[src/rtl/serial_adder_if.sv]
// Operand/result handshake bundle for serial_adder.
// The master drives operands and out_ready; the slave (the adder) returns status and result.
interface serial_adder_if #(
  parameter int WIDTH = 8
);
  logic             in_valid;
  logic             in_ready;
  logic [WIDTH-1:0] a;
  logic [WIDTH-1:0] b;
  logic             out_valid;
  logic             out_ready;
  logic [WIDTH-1:0] sum;
  logic             carry;
  logic             busy;

  modport master (
    output in_valid, a, b, out_ready,
    input  in_ready, out_valid, sum, carry, busy
  );

  modport slave (
    input  in_valid, a, b, out_ready,
    output in_ready, out_valid, sum, carry, busy
  );
endinterface

[src/rtl/halfadder.sv]
// One-bit half adder cell; combinational only.
module halfadder (
  input  logic a_i,
  input  logic b_i,
  output logic sum_o,
  output logic carry_o
);
  assign sum_o   = a_i ^ b_i;
  assign carry_o = a_i & b_i;
endmodule

[src/rtl/serial_adder.sv]
// Bit-serial WIDTH-bit adder: one bit per clock, LSB first, registered carry.
// Operands in and result out each use a valid/ready handshake; ready/valid decode from state only.
module serial_adder #(
  parameter int WIDTH = 8
) (
  input  logic          clk,
  input  logic          rst_n,
  serial_adder_if.slave sa
);
  localparam int CNT_W = $clog2(WIDTH + 1);
  localparam logic [CNT_W-1:0] LAST_BIT = CNT_W'(WIDTH - 1);

  localparam logic [1:0] ST_IDLE = 2'd0;
  localparam logic [1:0] ST_RUN  = 2'd1;
  localparam logic [1:0] ST_DONE = 2'd2;

  logic [1:0]       state_q, state_d;
  logic [WIDTH-1:0] a_sh_q, a_sh_d;
  logic [WIDTH-1:0] b_sh_q, b_sh_d;
  logic [WIDTH-1:0] s_sh_q, s_sh_d;
  logic             c_q, c_d;
  logic [CNT_W-1:0] cnt_q, cnt_d;

  logic ha1_sum, ha1_carry, ha2_sum, ha2_carry;
  logic bit_sum, carry_next;

  halfadder u_ha1 (
    .a_i     (a_sh_q[0]),
    .b_i     (b_sh_q[0]),
    .sum_o   (ha1_sum),
    .carry_o (ha1_carry)
  );

  halfadder u_ha2 (
    .a_i     (ha1_sum),
    .b_i     (c_q),
    .sum_o   (ha2_sum),
    .carry_o (ha2_carry)
  );

  assign bit_sum    = ha2_sum;
  assign carry_next = ha1_carry | ha2_carry;

  always_comb begin
    // NOTE: every next-state value defaults to its register so no path through the case infers a latch.
    state_d = state_q;
    a_sh_d  = a_sh_q;
    b_sh_d  = b_sh_q;
    s_sh_d  = s_sh_q;
    c_d     = c_q;
    cnt_d   = cnt_q;
    case (state_q)
      ST_IDLE: begin
        if (sa.in_valid) begin
          a_sh_d  = sa.a;
          b_sh_d  = sa.b;
          s_sh_d  = '0;
          c_d     = 1'b0;
          cnt_d   = '0;
          state_d = ST_RUN;
        end
      end
      ST_RUN: begin
        a_sh_d = a_sh_q >> 1;
        b_sh_d = b_sh_q >> 1;
        // New bit enters at the MSB so the first computed bit ends up at bit 0.
        s_sh_d            = s_sh_q >> 1;
        s_sh_d[WIDTH-1]   = bit_sum;
        c_d   = carry_next;
        cnt_d = cnt_q + 1'b1;
        if (cnt_q == LAST_BIT) state_d = ST_DONE;
      end
      ST_DONE: begin
        if (sa.out_ready) state_d = ST_IDLE;
      end
      default: state_d = ST_IDLE;
    endcase
  end

  // NOTE: the sum register is reset too, because sum is driven straight from it and must read 0 in reset.
  always_ff @(posedge clk or negedge rst_n) begin
    if (!rst_n) begin
      state_q <= ST_IDLE;
      a_sh_q  <= '0;
      b_sh_q  <= '0;
      s_sh_q  <= '0;
      c_q     <= 1'b0;
      cnt_q   <= '0;
    end else begin
      // NOTE: non-blocking assignments so every register samples pre-edge values.
      state_q <= state_d;
      a_sh_q  <= a_sh_d;
      b_sh_q  <= b_sh_d;
      s_sh_q  <= s_sh_d;
      c_q     <= c_d;
      cnt_q   <= cnt_d;
    end
  end

  assign sa.in_ready  = (state_q == ST_IDLE);
  assign sa.busy      = (state_q == ST_RUN);
  assign sa.out_valid = (state_q == ST_DONE);
  assign sa.sum       = s_sh_q;
  assign sa.carry     = c_q;
endmodule

[src/flat_wrapper.sv]
// flat-port wrapper written by rule: the top's interface ports become plain ports
module serial_adder_flat 
#(
  parameter int WIDTH = 8
)
  (clk, rst_n, sa_in_valid, sa_a, sa_b, sa_out_ready, sa_in_ready, sa_out_valid, sa_sum, sa_carry, sa_busy);
  serial_adder_if #(.WIDTH(WIDTH)) sa_i ();
  input  logic clk;
  input  logic rst_n;
  input wire logic [$bits(sa_i.in_valid)-1:0] sa_in_valid;
  input wire logic [$bits(sa_i.a)-1:0] sa_a;
  input wire logic [$bits(sa_i.b)-1:0] sa_b;
  input wire logic [$bits(sa_i.out_ready)-1:0] sa_out_ready;
  output wire logic [$bits(sa_i.in_ready)-1:0] sa_in_ready;
  output wire logic [$bits(sa_i.out_valid)-1:0] sa_out_valid;
  output wire logic [$bits(sa_i.sum)-1:0] sa_sum;
  output wire logic [$bits(sa_i.carry)-1:0] sa_carry;
  output wire logic [$bits(sa_i.busy)-1:0] sa_busy;
  assign sa_i.in_valid = sa_in_valid;
  assign sa_i.a = sa_a;
  assign sa_i.b = sa_b;
  assign sa_i.out_ready = sa_out_ready;
  assign sa_in_ready = sa_i.in_ready;
  assign sa_out_valid = sa_i.out_valid;
  assign sa_sum = sa_i.sum;
  assign sa_carry = sa_i.carry;
  assign sa_busy = sa_i.busy;
  serial_adder #(.WIDTH(WIDTH)) u_core (.clk(clk), .rst_n(rst_n), .sa(sa_i));
endmodule
[config.mk]
export PLATFORM = sky130hd
export DESIGN_NAME = serial_adder_flat
export DESIGN_NICKNAME = d
export VERILOG_FILES = /design/src/rtl/serial_adder_if.sv /design/src/rtl/halfadder.sv /design/src/rtl/serial_adder.sv /design/src/flat_wrapper.sv
export SDC_FILE = /design/constraint.sdc
export NUM_CORES = 1
export LEC_CHECK = 0
export CAP_MARGIN = 15
export CORE_MARGIN = 8
export CORE_UTILIZATION = 30
export CTS_CLUSTER_SIZE = 12
export DETAILED_ROUTE_END_ITERATION = 10
export PLACE_DENSITY = 0.57
export SLEW_MARGIN = 0
export SYNTH_ARGS = -nofsm -noshare
export SYNTH_HDL_FRONTEND = slang
export SYNTH_SLANG_ARGS = --single-unit
[constraint.sdc]
create_clock -name clk -period 1.4 [get_ports clk]
set_input_delay 0.28 -clock clk [delete_from_list [all_inputs] [get_ports clk]]
set_output_delay 0.28 -clock clk [all_outputs]
set_load 0.01 [all_outputs]
# After elaboration in Yosys (flattened, before gate mapping)
# Index checks and enable logic that the tools add are counted.
[word_totals] reg_bits=31 inputBits=20 out_inout_bits=12 elab_cells=36
[classes] addsub=1 n_eq_ne=6 mux=14 bitwise_logic=5 n_reduce_logical=4
[ops] operator="case mux 8 bit (2 select lines)" n=3
[ops] operator="two-way mux 8 bit" n=3
[ops] operator="case mux 4 bit (2 select lines)" n=1
[ops] operator="two-way mux 2 bit" n=3
[ops] operator="case mux 2 bit (3 select lines)" n=1
[ops] operator="adder 4 x 1 -> 4 bit, second input constant" n=1
[ops] operator="== test 4 x 3 -> 1 bit, second input constant" n=1
[ops] operator="two-way mux 4 bit" n=1
[ops] operator="inequality test 2 bit, second input constant" n=2
[ops] operator="AND reduction 3 bit" n=1
[ops] operator="AND 1 bit" n=2
[ops] operator="== test 2 x 1 -> 1 bit, second input constant" n=1
[ops] operator="== test 2 bit, second input constant" n=1
[ops] operator="logical NOT 2 bit" n=1
[ops] operator="inequality test 2 x 1 -> 1 bit, second input constant" n=1
[ops] operator="case mux 1 bit (2 select lines)" n=1
[ops] operator="AND reduction 2 bit" n=1
[ops] operator="nonzero test 2 bit" n=1
[ops] operator="bitwise XOR 1 bit" n=2
[ops] operator="two-way mux 1 bit" n=1
[ops] operator="bitwise OR 1 bit" n=1

# Depth between registers and ports, before layout
# Gate-level depths: netlist of the first run.
[logic_depth] depth_word=4 depth_mapped=5 ltp_nobuf=4

# By module
# From an unflattened synthesis of the first run, not the netlist that was laid out.
[unflattened] hier_cells=117 area_unflattened_um2=1391.3
[modules_own_cells] mod="serial_adder" instances=1 cells_per_inst=115 area_per_inst_um2=1366.3
[modules_own_cells] mod="halfadder" instances=2 cells_per_inst=1 area_per_inst_um2=12.5

# Worst setup path after synthesis of the first run
# Ideal clock, no wire load.
[synth_path] path_type="register -> register" from="register u_core.c_q, in the netlist u_core.sa.carry" to="register u_core.s_sh_q[7], in the netlist u_core.sa.sum[7]" arrival_time_ps=1093 required_ps=1279 setup_slack_ps=186 path_stages_with_launch=3 cell_sequence="dfrtp_1 fa_1 a22o_1"
[synth_between] elab_chain_len=2
[synth_rtl] item="from (decl)" line="serial_adder.sv:21" rtl="logic c_q, c_d;"
[synth_rtl] item="from (signal assigned)" line="serial_adder.sv:87" rtl="c_q <= 1'b0;"
[synth_rtl] item="from (signal assigned)" line="serial_adder.sv:95" rtl="c_q <= c_d;"
[synth_rtl] item="bitwise XOR 1 bit" line="halfadder.sv:8" rtl="assign sum_o = a_i ^ b_i;"
[synth_rtl] item="case mux 8 bit (2 select lines)" line="serial_adder.sv:52" rtl="case (state_q)"
[synth_rtl] item="to (signal assigned)" line="serial_adder.sv:94" rtl="s_sh_q <= s_sh_d;"
[synth_rtl] item="to (decl)" line="serial_adder.sv:20" rtl="logic [WIDTH-1:0] s_sh_q, s_sh_d;"
# Every way passes these cells.
# A chain may end at the register's enable or synchronous reset.

# Final worst setup path of the first run
[layout_path] from="register u_core.state_q[1]" to="output port sa_busy"
[layout_between] elab_chain_len=1
[layout_rtl] item="from (decl)" line="serial_adder.sv:17" rtl="logic [1:0] state_q, state_d;"
[layout_rtl] item="from (signal assigned)" line="serial_adder.sv:91" rtl="state_q <= state_d;"
[layout_rtl] item="== test 2 x 1 -> 1 bit" line="serial_adder.sv:101" rtl="assign sa.busy = (state_q == ST_RUN);"
[layout_rtl] item="to (decl)" line="flat_wrapper.sv:18" rtl="output wire logic [$bits(sa_i.busy)-1:0] sa_busy;"
# Every way passes these cells.

==> impl.org, run 1 <==
** Worst setup path
- For the worst flop-to-flop path, the logic depth is 4.
- Across all register-to-register paths, the minimum setup slack is 0.08 ns.
- Endpoint type of the worst setup path :: output port
- Start of the worst register-to-register path :: u_core.state_q[1]
- Of all nets on the critical path, the largest fanout is 5.
- Worst path required time :: 1.12 ns
- The largest individual stage delay along the critical path comes from the cell sky130_fd_sc_hd__dfrtp_1.
- Together, buffers and inverters on the worst path number 1.
- STA classifies the critical path startpoint as a register.
- Arrival time reported for the critical path endpoint :: 1.08 ns
- Crit Path Category :: register to output port
- In this design, the largest share of critical-path delay is due to flip-flops.
- The largest single stage delay on the critical path is 0.41 ns.
- The endpoint identified for the worst register-to-register timing path is u_core.b_sh_q[1].
- Crit path cell chain :: and2b_4 > buf_2

** Floorplan
- The die is 84.4 um wide.
- Number of placed I/O pins :: 32
- In this run the vertical extent of the chip is 84.4 um.
- The floorplan has 25 rows.
- In this run the standard cell core region covers 0.00463 mm2.
- Starting Density :: 30.4%
- The die covers 0.00713 mm2.

** Yosys
- Leading register cell type out of synthesis :: sky130_fd_sc_hd__dfrtp_1
- In the synthesized netlist, the number of instances is 126.
- Cell accounting for the most synthesized area :: sky130_fd_sc_hd__dfrtp_1
- The number of nets handed over by synthesis was 148.
- Sequential-to-total area share from yosys stat :: 55.2%
- After synthesis, the cell types taking the most area are sky130_fd_sc_hd__dfrtp_1 55%, sky130_fd_sc_hd__mux2i_1 7.1%, sky130_fd_sc_hd__a22o_1 6.9%, sky130_fd_sc_hd__o21ai_1 5.7%, sky130_fd_sc_hd__nand2_1 4.0%.
- Most common library cells after synthesis :: 31 x sky130_fd_sc_hd__dfrtp_1, 16 x sky130_fd_sc_hd__o21ai_1, 15 x sky130_fd_sc_hd__nand2_1, 11 x sky130_fd_sc_hd__a22o_1, 10 x sky130_fd_sc_hd__mux2i_1
- Synthesized area divided by synthesized cell count :: 11.2 um2
- In this run, synthesis inferred 0 flip-flops with an integrated enable.
- Synthesis inferred 31 register bits.
- Share of the synthesized area in the top cell type :: 55.2%
- Of all flip-flops after synthesis, the portion carrying an async set or reset was between 90% and 100%.
- Yosys instantiated no cell more often than sky130_fd_sc_hd__dfrtp_1.
- Synth Warn # :: 0
- Counting distinct cell types in the post-synthesis netlist gives 25.
- Area of the mapped netlist :: 0.00141 mm2

** Timing
- At the pin with the least slew margin, the transition time is 0.305 ns.
- The max-slew violation count is 0.
- Number of failing setup endpoints in the final timing report :: 0
- In this run the tightest slew margin relative to its limit is about four fifths.
- Total negative setup slack :: 0 ns
- Fmax :: around 730 MHz
- Final setup skew :: between 0.005 and 0.006 ns
- In the finished design, the share of the clock period the worst path needs comes to 97.2%.
- Minimum clock period :: approximately 1.4 ns
- The final-report hold violation count was 0.

** Place
- Final Wtd Congestion :: 0.724
- Half-perimeter wire length of the detailed placement result :: 2.19 mm
- # placed instances :: 212
- Buffers placed on the I/O ports in this run total 31.

** Clock tree
- TritonCTS built the clock tree.
- Clock input transition at the sequential cells of the worst setup and hold paths :: 0.06 ns
- CTS Root Cell :: sky130_fd_sc_hd__clkbuf_8
- Clock latency on the worst-skew pair :: 0.27 ns
- The clock passes through at most 2 buffers.
- The H-tree was split into 2 levels.
- The number of clock buffers added by TritonCTS is 5.
- Clk sink count :: 31

** Final layout
- Fraction of final layout cells with drive strength greater than 1 :: ~17%
- The filler cells instantiated in the layout total 464.
- From synthesis to final layout, the design area changed by 40.9%.
- Ant diodes :: 0
- Summing all multi-input logic gate instances after layout gives 577 um2.
- Nets :: 190
- Area taken by flip-flops and latches :: 776 um2
- Post-Route Utilization :: 42.8%
- The count of cells in the finished layout, fillers not included, comes to 223.

** Detailed routing
- DR iter-0 viols :: 61
- Detailed-routing iteration count for the pre-antenna-repair pass :: 4
- After detailed routing, the number of remaining DRC violations is 0.
- The detail route stage leaves a number of antenna-violating nets equal to 0.
- Number of vias per cell after detailed routing :: 5.07
- The final route contains ~1100 vias.
- Wire length after detailed routing :: 3.20 mm
- Dividing the detail-routed wire length by the instance count gives 14.3 um.

** GRT
- The number of global-route vias before repair came to 1192.
- Global routing finished with a remaining overflow of 0.
- GR Util All Layers :: about 9%
- The number of antenna violations at the first check in global routing came to 0.
- Global-route wire length before repair :: ~5.4 mm
- Entering global routing, the biggest net connects 32 pins.

** Worst hold path
- The path class of the tightest hold or removal check is input pin to asynchronous set/reset pin.

** Power and ir drop
- LEAKAGE :: 0.926 nW
- Power density normalized to cell area :: 1890 mW/mm2
- Power comes to 3.75 mW.
- Peak supply drop :: 0.642 mV

** Job
- The tool flagged a number of max-cap violations equal to 0.

** Run status
- Result of the run :: finished, final reports clean
timing repair:
item	4_1_cts	5_1_grt
hold buffers	0	0
cloned	0	2
setup endpoints to repair	23	18
buffers inserted	1	1
gates resized for setup	19	6
report_power, final:
| group | switching (mW) | internal (mW) | leakage, nW |
|---|---|---|---|
| logic | 0.667 | 0.814 | 0.477 |
| registers | 0.270 | 1.24 | 0.397 |
| clock network | 0.308 | 0.448 | 0.0515 |
routing by layer:
metal	part of all wire [%]	up-vias	wire length (um)	track usage, %
met1	45	561	1430	10.5
met4	1.4	0	46	4.53
met5	0	-	0	0
met3	5.6	4	178	2.93
met2	48	31	1550	15.3
li1	-	534	-	-
worst max path at each step:
stage,to,start,cells after the start,slack (ns)
6_report,sa_busy,u_core.state_q[1],2,0.04
5_1_grt,u_core.a_sh_q[1],u_core.state_q[1],4,-0.003
4_1_cts,sa_out_valid,u_core.state_q[1],2,0.01
3_5_place_dp,sa_busy,u_core.state_q[1],2,-0.06
3_3_place_gp,sa_busy,u_core.state_q[1],2,-0.05
2_1_floorplan,u_core.sa.sum[7],u_core.sa.carry,2,0.19
state kept, by name (all words and copies together), names as in the netlist:
signal           flops
u_core.sa.sum        8
u_core.a_sh_q        8
u_core.b_sh_q        8
u_core.cnt_q         4
u_core.sa.carry      1
u_core.state_q       2
layout make-up:
| class | instances | area share (%) |
|---|---|---|
| sequential | 31 | 39.2 |
| multi-input combinational | 85 | 29.1 |
| timing repair buffer | 43 | 22.8 |
| clock buffer | 8 | 5.06 |
| tap | 54 | 3.41 |
| inverter | 2 | 0.379 |
cell families (layout without fill, tap and decap cells):
group | Yosys count | after routing | synth area share [%]
adders and majority gates | 2 | 2 | 2.32
buffers and inverters | 10 | 53 | 4.45
and+or+nand+nor | 29 | 29 | 10.2
DFF | 31 | 31 | 55.2
AOI/OAI and AO/OA | 44 | 44 | 20.7
muxes | 10 | 10 | 7.12
per-stage QoR:
stage	worst slack (ns)	area, um2	hold WS [ns]
floorplan	0.186	1410	-0.0156
global placement	-0.0460	1820	0.470
detailed placement	-0.0622	1820	0.477
CTS	0.0118	1920	0.371
global route	-0.00281	1980	0.387
finish	0.0387	1980	0.368
placed cells by master, fill, tap and decap left out, types with 2 or more instances in the layout:
master and instances:
sky130_fd_sc_hd__o21ai_1 17, sky130_fd_sc_hd__clkbuf_16 2, sky130_fd_sc_hd__clkbuf_8 7, sky130_fd_sc_hd__dlygate4sd2_1 9
sky130_fd_sc_hd__nor2b_1 6, sky130_fd_sc_hd__nand2_1 15, sky130_fd_sc_hd__inv_1 2, sky130_fd_sc_hd__a22oi_1 3
sky130_fd_sc_hd__dfrtp_1 31, sky130_fd_sc_hd__nor2b_2 2, sky130_fd_sc_hd__buf_12 2, sky130_fd_sc_hd__nor2_1 3
sky130_fd_sc_hd__mux2i_1 10, sky130_fd_sc_hd__a21oi_1 8, sky130_fd_sc_hd__buf_4 6, sky130_fd_sc_hd__a22o_1 11
sky130_fd_sc_hd__clkdlybuf4s50_1 19
worst reg2reg max path: cells and delay by family (launching register included):
kind | cells | cell delay [ns]
AO/OA/AOI/OAI | 1 | 0.08
buffers and inverters | 1 | 0.22
flip-flops | 1 | 0.41
multiplexers | 1 | 0.23
AND/OR/NAND/NOR | 1 | 0.27
No activity file was read; power rests on OpenSTA's default activity.
==> run 2: changes to the inputs <==
--- a/config.mk
+++ b/config.mk
@@ -11,6 +11,7 @@
 export CTS_CLUSTER_SIZE = 12
 export DETAILED_ROUTE_END_ITERATION = 10
 export PLACE_DENSITY = 0.57
+export SETUP_SLACK_MARGIN = 0.3
 export SLEW_MARGIN = 0
 export SYNTH_ARGS = -nofsm -noshare
 export SYNTH_HDL_FRONTEND = slang
==> run 2 against run 1 <==
Net effect:
- via count up 2.0%
- critical path depth unchanged
- flip-flop and latch count unchanged
- register-to-register slack about the same
- clock power decreased by 18%
- sequential share of layout area shrank 0.55 points
- die area stayed put
- non-clock buffer count is 11 higher
- critical endpoint unchanged
- highest routed layer unchanged
==> impl.org, run 2 (synthesized netlist as in run 1, its figures left out) <==
** Clock tree
- The root buffer cell chosen for the clock tree is sky130_fd_sc_hd__clkbuf_8.
- Cts bufs inserted :: 5
- The later pin in the worst-skew pair is clocked with a latency of 0.27 ns.
- Clock input transition at the sequential cells of the worst setup and hold paths :: 0.06 ns
- Counting along the longest clock path gives a buffer depth of 2.
- Maximum level of the CTS H-tree :: 2
- TritonCTS clock tree :: built
- Clk sink count :: 31

** Detailed routing
- For this run, the detailed router's first-pass iteration total came to 4.
- Number of remaining DRC errors :: 0
- DR iter-0 viols :: 45
- Wire length after detailed routing :: 3.47 mm
- The detail route stage leaves a number of antenna-violating nets equal to 0.
- Wire length per cell :: 15.0 um
- Number of vias per cell after detailed routing :: 4.97
- The routed layout has 1153 vias.

** Worst setup path
- Tracing the worst setup path back leads to its startpoint at u_core.state_q[1].
- Max FO, Critical Path :: 4
- STA classifies the critical path startpoint as a register.
- Start of the worst register-to-register path :: u_core.state_q[1]
- Crit Path Category :: register to output port
- STA classifies the critical path endpoint as an output port.
- For the worst setup path, the data required time is 1.12 ns.
- Arrival time reported for the critical path endpoint :: around 1.1 ns

** GRT
- The first global-routing pass estimated between 5 and 6 mm of wire.
- Number of antenna violations at the first check in global routing :: 0
- Via count of the first global-routing pass :: between 1000 and 1500
- Maximum number of pins on one net before global-route repair :: 32
- GR Util All Layers :: 9.73%
- Congestion Overflow GR :: 0

** Timing
- Between clock sinks in the finished design, the worst skew comes to 0.00102 ns.
- Setup repair after global routing could not meet its margin everywhere.
- The max-slew violation count is 0.
- Measured against its own limit, the worst slew margin works out to 80.9%.
- Across all setup checks in the final design, the least slack found is 0.0501 ns.
- In the finished design, the share of the clock period the worst path needs comes to 96.4%.
- Number of failing setup endpoints in the final timing report :: 0
- At the pin with the least slew margin, the transition time is 0.286 ns.
- Minimum clock period :: 1.35 ns
- Derived from the worst setup path, the maximum achievable clock frequency is 741 MHz.
- Number of hold-slack violations in the final timing report :: 0

** Run status
- Result of the run :: finished, final reports clean

** Final layout
- Layout-stage area growth over the synthesis result :: 43.1%
- Fraction of final layout cells with drive strength greater than 1 :: 28.7%
- After the last flow step, the layout net total stands at roughly 200.
- Most common cell after layout, fill and taps aside :: sky130_fd_sc_hd__dfrtp_1
- Leaving out fill and tap cells, the most frequent cells in the layout are 30 x sky130_fd_sc_hd__dfrtp_1, 18 x sky130_fd_sc_hd__clkdlybuf4s50_1, 16 x sky130_fd_sc_hd__o21ai_1, 16 x sky130_fd_sc_hd__buf_4, 15 x sky130_fd_sc_hd__nand2_1.
- Ant diodes :: 0
- Final-layout fill cell count :: approximately 440

** Floorplan
- Area enclosed by the die boundary :: roughly 0.007 mm2
- Horizontal extent of the die :: 84.4 um
- Once the floorplan was initialized, standard cells occupied ~30% of the core.
- Core box area :: 0.00463 mm2
- 32 I/O pins were placed.
- In this run the vertical extent of the chip is about 84 um.
- Row count :: 25

** Place
- Prior to clock tree synthesis, the placed netlist has a worst setup slack of -0.0710 ns.
- At the end of routability-driven placement, the weighted congestion stood at 0.764.
- Input and output buffers added on the ports amount to 31.
- Half-perimeter wire length of the detailed placement result :: 2.32 mm

** Power and ir drop
- LEAKAGE :: ~0.96 nW
- The worst-case IR drop observed on VDD is ~0.47 mV.
- Power comes to between 3 and 4 mW.
- Power density normalized to cell area :: 1910 mW/mm2

** Job
- Max-cap violations in this run came to 0.

** Worst hold path
- The tightest min-delay check is of the input pin to asynchronous set/reset pin type.
run 2: changes by cell type in the layout (fill, tap and decap cells not counted), moves of 2 or more:
cell                            delta
sky130_fd_sc_hd__buf_6             +3
sky130_fd_sc_hd__clkbuf_8          -2
sky130_fd_sc_hd__buf_4            +10
sky130_fd_sc_hd__buf_2            +10
sky130_fd_sc_hd__dlygate4sd2_1     -8
run 2: critical path, cell delays in order (launching register included):
cell and delay (ns):
sky130_fd_sc_hd__dfrtp_1 0.41, sky130_fd_sc_hd__and2b_4 0.29, sky130_fd_sc_hd__buf_6 0.11
run 2: report_power, final:
group | internal (mW) | total (mW) | switching (mW)
registers | 1.24 | 1.48 | 0.240
logic | 0.969 | 1.74 | 0.775
clock network | 0.330 | 0.618 | 0.288
run 2: layout make-up:
cell class,count,area (um2),area share (%)
flip-flops and latches,31,777,38.6
clock buffers,6,72.6,3.61
repair buffers,54,494,24.6
well taps,54,67.6,3.36
multi-input cells,85,592,29.4
inverters,2,7.51,0.373
run 2: final timing paths:
check	depth (start not counted)	end	slack (ns)
worst max-delay path	2	sa_busy	0.05
worst min-delay path	2	u_core.sa.sum[1]	0.37
worst max register to register	4	u_core.sa.sum[3]	0.09
worst min register to register	1	u_core.sa.sum[0]	0.49
max in group asynchronous	2	u_core.state_q[0]	0.85
min in group clk	1	u_core.sa.sum[0]	0.49
run 2: stage by stage:
stage	hold WS (ns)	TNS (ns)	instances	instance area, um2	utilization, %
after floorplan	-0.0156	0	126	1410	-
after global placement	0.467	-0.457	212	1820	39.3
after detailed placement	0.484	-0.537	212	1820	39.3
after CTS	0.369	0	227	1930	41.8
after global routing	0.377	0	232	2010	43.4
final	0.368	0	232	2010	43.4
run 2: metal layers:
layer / vias to the layer above / GRT usage [%] / share of wire, %
met3: 7 / 4.20 / 7.3
met1: 569 / 11.0 / 42
met5: - / 0 / 0
met2: 26 / 15.0 / 48
met4: 0 / 5.34 / 1.9
li1: 551 / - / -
run 2: timing repair:
item	CTS	global route
resized for setup	58	6
hold endpoints to repair	0	0
endpoints found under the setup margin	43	35
cloned	0	2
hold buffers	0	0
pin swaps	1	1
buffers inserted	9	3
